$ cat config.mk
export PLATFORM = sky130hd
export DESIGN_NAME = ssd_scan_ctrl_flat
export DESIGN_NICKNAME = d
export VERILOG_FILES = /design/src/rtl/ssd_scan_ctrl_if.sv /design/src/rtl/ssd_scan_ctrl.sv /design/src/flat_wrapper.sv
export SDC_FILE = /design/constraint.sdc
export NUM_CORES = 1
export LEC_CHECK = 0
export BUFFER_PORTS_ARGS = -buffer_cell sky130_fd_sc_hd__buf_2
export CORE_UTILIZATION = 35
export CTS_BUF_LIST = sky130_fd_sc_hd__clkbuf_4
export DETAILED_ROUTE_END_ITERATION = 12
export PLACE_DENSITY = 0.54
export SLEW_MARGIN = 20
export SYNTH_ARGS = -nofsm -noshare
export SYNTH_HDL_FRONTEND = slang
export SYNTH_SLANG_ARGS = --single-unit
export TNS_END_PERCENT = 5
$ cat constraint.sdc
create_clock -name clk_i -period 1.9 [get_ports clk_i]
set_input_delay 0.095 -clock clk_i [delete_from_list [all_inputs] [get_ports clk_i]]
set_output_delay 0.095 -clock clk_i [all_outputs]
set_load 0.005 [all_outputs]
$ cat src/rtl/ssd_scan_ctrl_if.sv
// Producer-to-scan-controller byte handshake (valid/ready plus the data byte).
interface ssd_scan_ctrl_if;
   logic       valid_i;
   logic       ready_o;
   logic [7:0] data_i;

   modport master (output valid_i, output data_i, input ready_o);
   modport slave  (input valid_i, input data_i, output ready_o);
endinterface

$ cat src/rtl/ssd_scan_ctrl.sv
// Two-digit 7-segment scan scheduler: alternates digit phases and commits new values only at frame ends.
// Optional blinking is built when the macro SSD_BLINK_EN is defined.
module ssd_scan_ctrl #(
   parameter int TICKS_PER_DIGIT = 120_000,
   parameter int BLINK_FRAMES    = 25
) (
   input  logic           clk_i,
   input  logic           reset_ni,
   ssd_scan_ctrl_if.slave bus,
   input  logic           blink_i,
   output logic           digit_sel_o,
   output logic [3:0]     right_digit_o,
   output logic [3:0]     left_digit_o,
   output logic           blank_o,
   output logic           frame_o
);
   localparam int CntW = (TICKS_PER_DIGIT > 1) ? $clog2(TICKS_PER_DIGIT) : 1;
   localparam logic [CntW-1:0] CntMax = CntW'(TICKS_PER_DIGIT - 1);

   typedef enum logic {RIGHT = 1'b0, LEFT = 1'b1} phase_e;

   phase_e          state_q, state_d;
   logic [CntW-1:0] cnt_q, cnt_d;
   logic            pending_q, pending_d;
   logic [7:0]      pendData_q, pendData_d;
   logic [7:0]      shown_q, shown_d;
   logic            loaded_q, loaded_d;
   logic            frame_q;
   logic            wrap, frameEnd, accept;

   assign wrap        = (cnt_q == CntMax);
   assign frameEnd    = wrap & (state_q == LEFT);
   assign bus.ready_o = ~pending_q;
   assign accept      = bus.valid_i & ~pending_q;

   always_ff @(posedge clk_i or negedge reset_ni) begin
      if (!reset_ni) begin
         state_q    <= RIGHT;
         cnt_q      <= '0;
         pending_q  <= 1'b0;
         pendData_q <= 8'h00;
         shown_q    <= 8'h00;
         loaded_q   <= 1'b0;
         frame_q    <= 1'b0;
      end else begin
         state_q    <= state_d;
         cnt_q      <= cnt_d;
         pending_q  <= pending_d;
         pendData_q <= pendData_d;
         shown_q    <= shown_d;
         loaded_q   <= loaded_d;
         frame_q    <= frameEnd;
      end
   end

   always_comb begin
      cnt_d   = wrap ? '0 : cnt_q + 1'b1;
      state_d = state_q;
      if (wrap) begin
         state_d = (state_q == RIGHT) ? LEFT : RIGHT;
      end
   end

   // A value accepted on the frame-end cycle itself is still only pending, so it waits a full frame.
   always_comb begin
      pending_d  = pending_q;
      pendData_d = pendData_q;
      shown_d    = shown_q;
      loaded_d   = loaded_q;
      if (frameEnd && pending_q) begin
         shown_d   = pendData_q;
         pending_d = 1'b0;
         loaded_d  = 1'b1;
      end else if (accept) begin
         pendData_d = bus.data_i;
         pending_d  = 1'b1;
      end
   end

   assign digit_sel_o   = state_q;
   assign right_digit_o = shown_q[3:0];
   assign left_digit_o  = shown_q[7:4];
   assign frame_o       = frame_q;

`ifdef SSD_BLINK_EN
   localparam int FrW = (BLINK_FRAMES > 1) ? $clog2(BLINK_FRAMES) : 1;
   localparam logic [FrW-1:0] FrMax = FrW'(BLINK_FRAMES - 1);

   logic [FrW-1:0] frameCnt_q, frameCnt_d;
   logic           blinkPh_q, blinkPh_d;

   always_comb begin
      frameCnt_d = frameCnt_q;
      blinkPh_d  = blinkPh_q;
      if (!blink_i) begin
         frameCnt_d = '0;
         blinkPh_d  = 1'b0;
      end else if (frameEnd) begin
         if (frameCnt_q == FrMax) begin
            frameCnt_d = '0;
            blinkPh_d  = ~blinkPh_q;
         end else begin
            frameCnt_d = frameCnt_q + 1'b1;
         end
      end
   end

   always_ff @(posedge clk_i or negedge reset_ni) begin
      if (!reset_ni) begin
         frameCnt_q <= '0;
         blinkPh_q  <= 1'b0;
      end else begin
         frameCnt_q <= frameCnt_d;
         blinkPh_q  <= blinkPh_d;
      end
   end

   assign blank_o = ~loaded_q | (blink_i & blinkPh_q);
`else
   logic unusedBlink;
   assign unusedBlink = blink_i;
   assign blank_o     = ~loaded_q;
`endif
endmodule

$ cat src/flat_wrapper.sv
// flat-port wrapper written by rule: the top's interface ports become plain ports
module ssd_scan_ctrl_flat 
#(
   parameter int TICKS_PER_DIGIT = 120_000,
   parameter int BLINK_FRAMES    = 25
)
  (clk_i, reset_ni, blink_i, digit_sel_o, right_digit_o, left_digit_o, blank_o, frame_o, bus_valid_i, bus_data_i, bus_ready_o);
  ssd_scan_ctrl_if bus_i ();
  input  logic clk_i;
  input  logic reset_ni;
  input  logic blink_i;
  output logic digit_sel_o;
  output logic [3:0] right_digit_o;
  output logic [3:0] left_digit_o;
  output logic blank_o;
  output logic frame_o;
  input wire logic [$bits(bus_i.valid_i)-1:0] bus_valid_i;
  input wire logic [$bits(bus_i.data_i)-1:0] bus_data_i;
  output wire logic [$bits(bus_i.ready_o)-1:0] bus_ready_o;
  assign bus_i.valid_i = bus_valid_i;
  assign bus_i.data_i = bus_data_i;
  assign bus_ready_o = bus_i.ready_o;
  ssd_scan_ctrl #(.TICKS_PER_DIGIT(TICKS_PER_DIGIT), .BLINK_FRAMES(BLINK_FRAMES)) u_core (.clk_i(clk_i), .reset_ni(reset_ni), .bus(bus_i), .blink_i(blink_i), .digit_sel_o(digit_sel_o), .right_digit_o(right_digit_o), .left_digit_o(left_digit_o), .blank_o(blank_o), .frame_o(frame_o));
endmodule
Word level (Yosys, flattened, before mapping) --
Cells that the tools add are included.
Operators by class: bitwise logic cells 5, muxes and demuxes 4, reductions and logical operators 3, add/sub/neg operators 1, eq/ne operators 1
Operators by type and width (number):
- 17-bit by 1-bit adder with 17-bit output, second input constant | 1
- 17-bit == test, second input constant | 1
- 17-bit two-way mux | 1
- 1-bit two-way mux | 3
- 1-bit inverter | 3
- 1-bit AND | 2
- 2-bit AND reduction | 1
- 2-bit nonzero test | 1
- 1-bit logical AND | 1
Word-level totals: output and inout port bits 12, word-level logic and storage cells 21, bits in registers 37

Longest topological paths before layout --
word-level depth 5, depth in mapped cells 6, mapped depth without buffers 5

Least setup slack after synthesis --
OpenSTA, ideal clock, no wires.
path kind reg2reg, start reg u_core.cnt_q[0], end reg u_core.shown_q[0], path slack 72 ps, period minus slack after synthesis 1828 ps, required time 1775 ps, cell stages (with the launch flop) 6, data arrival time 1704 ps, path through dfrtp_1 ha_1 nand4_1 or2_1 nor3_4 mux2_2
On the way: word-level cells in the longest chain between the ends 3
Ends and longest elaborated chain:
- start: declaration | RTL line ssd_scan_ctrl.sv:23 | logic [CntW-1:0] cnt_q, cnt_d;
- start signal: assignment | RTL line ssd_scan_ctrl.sv:47 | cnt_q <= cnt_d;
- 17-bit == test | RTL line ssd_scan_ctrl.sv:31 | assign wrap = (cnt_q == CntMax);
- 1-bit AND | RTL line ssd_scan_ctrl.sv:32 | assign frameEnd = wrap & (state_q == LEFT);
- 1-bit logical AND | RTL line ssd_scan_ctrl.sv:70 | if (frameEnd && pending_q) begin
- end signal: assignment | RTL line ssd_scan_ctrl.sv:50 | shown_q <= shown_d;
- end: declaration | RTL line ssd_scan_ctrl.sv:26 | logic [7:0] shown_q, shown_d;
Every way passes these cells. A chain may end at the register's enable or synchronous reset.

Final worst setup path --
start reg u_core.cnt_q[1], end reg u_core.shown_q[2]
The elaborated chain is that of the path after synthesis.

==> impl_metrics.py <==
metrics = {
    "placement": {
        "io_buffer_count": 22,
        "place_congestion": 0.865,
        "dpl.hpwl_mm": 2.00,
    },
    "clock_network": {
        "cts_buffers": 5,
        "cts_max_path_buffers": 2,
        "h-tree-depth": 2,
        "worstSkewPairLatency_ns": 0.34,
        "clock-sinks": 37,
        "cts_tree": "yes",
        "clockRootBuffer": "clkbuf_4",
        "clkTransAtPathRegs_ns": 0.11,
    },
    "yosys": {
        "yosys-top-cells-area": "dfrtp_1 59%, mux2_2 11%, xor2_1 5.6%",
        "synth_cell_types": 25,
        "syn_inst": 129,
        "synthXorXnorAreaFrac_pct": 8.36,
        "synth_top_area_share_pct": 58.9,
        "seq_area_frac_synth_pct": 58.9,
        "yosys.area.top_type": "dfrtp_1",
        "ys_ff_latch": 37,
        "synth_nets": 142,
        "synth_compound_area_share_pct": 0.398,
        "muxShareOfSynthArea_pct": 11.5,
        "synth-simple-area-share_pct": 18.2,
        "syn_area_per_cell_um2": 12.2,
        "yosys_warnings": 0,
        "synth.cell_area_mm2": 0.00157,
        "synth_top_family_by_area": "simple AND/OR/NAND/NOR gates",
        "synth_fa_ha_area_share_pct": 0.796,
    },
    "critical_path": {
        "critPathMaxFanout": 10,
        "startpoint": "u_core.cnt_q[1]",
        "ff2ff_setup_slack_ns": 0.07,
        "crit_end": "u_core.shown_q[2]",
        "reg2reg_to": "u_core.shown_q[2]",
        "startpoint_type": "flip-flop",
        "cp.arrival_ns": 2.05,
        "cp-end-kind": "flip-flop",
        "critPathKind": "flip-flop to flip-flop",
        "ff2ff_path_depth": 6,
        "reg2reg_from": "u_core.cnt_q[1]",
        "worstPathRequired_ns": 2.12,
    },
    "power_and_ir_drop": {
        "powerDensity_mw_per_mm2": 636,
        "finalPower_w": 0.00128,
        "vdd_drop_max_v": 0.000216,
        "p_leak_nw": 0.993,
    },
    "detailed_routing": {
        "vias": 1129,
        "drtIter0Drc": 53,
        "drtAntennaViolNets": 0,
        "detail_route.wl_per_cell_um": 12.8,
        "routed_wl_mm": 2.96,
        "drt_pass1_iterations": 2,
        "via_per_inst": 4.89,
        "drc": 0,
    },
    "die": {
        "fp.dieW_um": 69.0,
        "core_mm2": 0.00432,
        "chipHeight_um": 69.0,
        "rows": 24,
        "ios": 24,
        "initial_core_util_pct": 36.3,
        "die_area_mm2": 0.00476,
    },
    "final_layout": {
        "nets": 191,
        "multiInputGateArea_um2": 632,
        "fillers": 405,
        "diodes": 0,
        "syn_to_final_growth_pct": 28.1,
        "layout.area.seq_um2": 926,
        "drive_gt1_share_pct": 37.4,
    },
    "grt": {
        "grt.overflow.total": 0,
        "track_usage_pct": 13.6,
        "antenna_found_initial": 0,
        "first_global_vias": 1136,
        "grt_pass1_wl_mm": 5.10,
        "grt_max_degree": 38,
    },
    "sta": {
        "post-route-period-util_pct": 96.3,
        "drv_slew": 0,
        "worst_pin_slew_ns": 0.800,
        "hold_viol": 0,
        "max_slew_margin_pct": 46.7,
        "final.min_clock_period_ns": 1.83,
        "setup_viol": 0,
        "hold_slack_ns": 0.372,
        "max_freq_mhz": 546,
        "skew_ns": 0.0103,
    },
    "min_path": {
        "worstHoldPathType": "input pin to async pin",
    },
    "run": {
        "cap_violations": 0,
    },
    "run_status": {
        "status": "finished clean",
    },
}
-- Yosys cell counts --
cell      instances
dfrtp_1          37
mux2_2           16
nor2_1           14
xor2_1           10
nand4_1           8
nand2_1           6
nand3_1           5
xnor2_1           5
inv_1             4
nor3_1            4
or2_2             3
and4_1            2
nor2b_1           2
nor4_1            2
a31oi_1           1
and2_1            1
buf_2             1
clkbuf_1          1
clkbuf_2          1
ha_1              1
nor3_4            1
nor3b_1           1
nor4b_1           1
or2_1             1
or4b_2            1
-- kinds of logic after synthesis --
| family | count (synthesis) |
|---|---|
| xor gates and xnor gates | 15 |
| muxes | 16 |
| AOI/OAI and AO/OA | 1 |
| and+or+nand+nor | 52 |
| adders and majority gates | 1 |
| buffers and inverters | 7 |
| DFF | 37 |
-- layout make-up --
type / instances / area share (%)
flip-flops and latches: 37 / 46.0
multi-input cells: 85 / 31.4
repair buffers: 45 / 15.9
well taps: 52 / 3.23
clock buffers: 6 / 2.24
inverters: 4 / 0.746
clock inverters: 2 / 0.497
-- critical path, cell delays in order (launching register included) --
cell and delay, ns:
dfrtp_1 0.40, ha_2 0.19, nand4_1 0.13, or2_4 0.29
nor3_4 0.22, buf_12 0.16, mux2_2 0.33
-- repair_timing --
action                                 4_1_cts  5_1_grt
hold buffers                                10        0
buffers inserted                             0        2
setup endpoints to repair                    0        9
gates resized for setup                      0        4
endpoints found under the hold margin       46        0
-- layer usage --
layer	GRT usage (%)	wire, um	vias to the layer above
li1	-	-	546
met1	16.8	1370	553
met2	21.8	1420	22
met3	3.22	113	8
met4	7.48	51	0
met5	0	0	-
-- how the worst min path moves through the flow --
stage                         from              endpoint  depth (start not counted)
after global routing      reset_ni     u_core.shown_q[0]                          2
final                     reset_ni  u_core.pendData_q[7]                          2
after floorplan           reset_ni       u_core.cnt_q[0]                          0
after CTS                 reset_ni  u_core.pendData_q[7]                          2
after detailed placement  reset_ni     u_core.shown_q[4]                          1
after global placement    reset_ni     u_core.shown_q[4]                          1
-- registers in the layout (all words and copies together), names as in the netlist --
signal	flops
u_core.shown_q	8
u_core.digit_sel_o	1
u_core.loaded_q	1
u_core.pendData_q	8
u_core.pending_q	1
u_core.frame_o	1
u_core.cnt_q	17
-- layout by cell type (no fill, tap or decap), drive strengths merged --
cell type,n
nor4b,1
xor2,10
nor2b,2
nor2,14
xnor2,5
or4b,1
nand3,5
dlygate4sd3,10
nand2,6
or2,4
and2,1
buf,35
nand4,8
clkinv,2
mux2,16
nor3b,1
ha,1
dfrtp,37
and4,2
a31oi,1
nor3,5
inv,4
clkbuf,6
nor4,2
-- power by group --
part,internal (W),leakage [nW],switching (W)
clock network,0.000155,0.0354,0.000250
logic,0.0000350,0.473,0.0000242
registers,0.000807,0.485,0.00000848
total,0.000997,0.993,0.000283
-- through the flow --
| step | setup TNS [ns] | instances | setup slack, ns | utilization [%] | cell area, um2 |
|---|---|---|---|---|---|
| finish | 0 | 231 | 0.0699 | 46.6 | 2010 |
| CTS | 0 | 229 | 0.0262 | 45.9 | 1980 |
| global placement | 0 | 211 | 0.0891 | 42.3 | 1830 |
| floorplan | 0 | 129 | 0.0717 | - | 1570 |
| global route | -0.000799 | 231 | -0.000785 | 46.6 | 2010 |
| detailed placement | 0 | 211 | 0.0722 | 42.3 | 1830 |
Power figures use the tool's default switching activity.
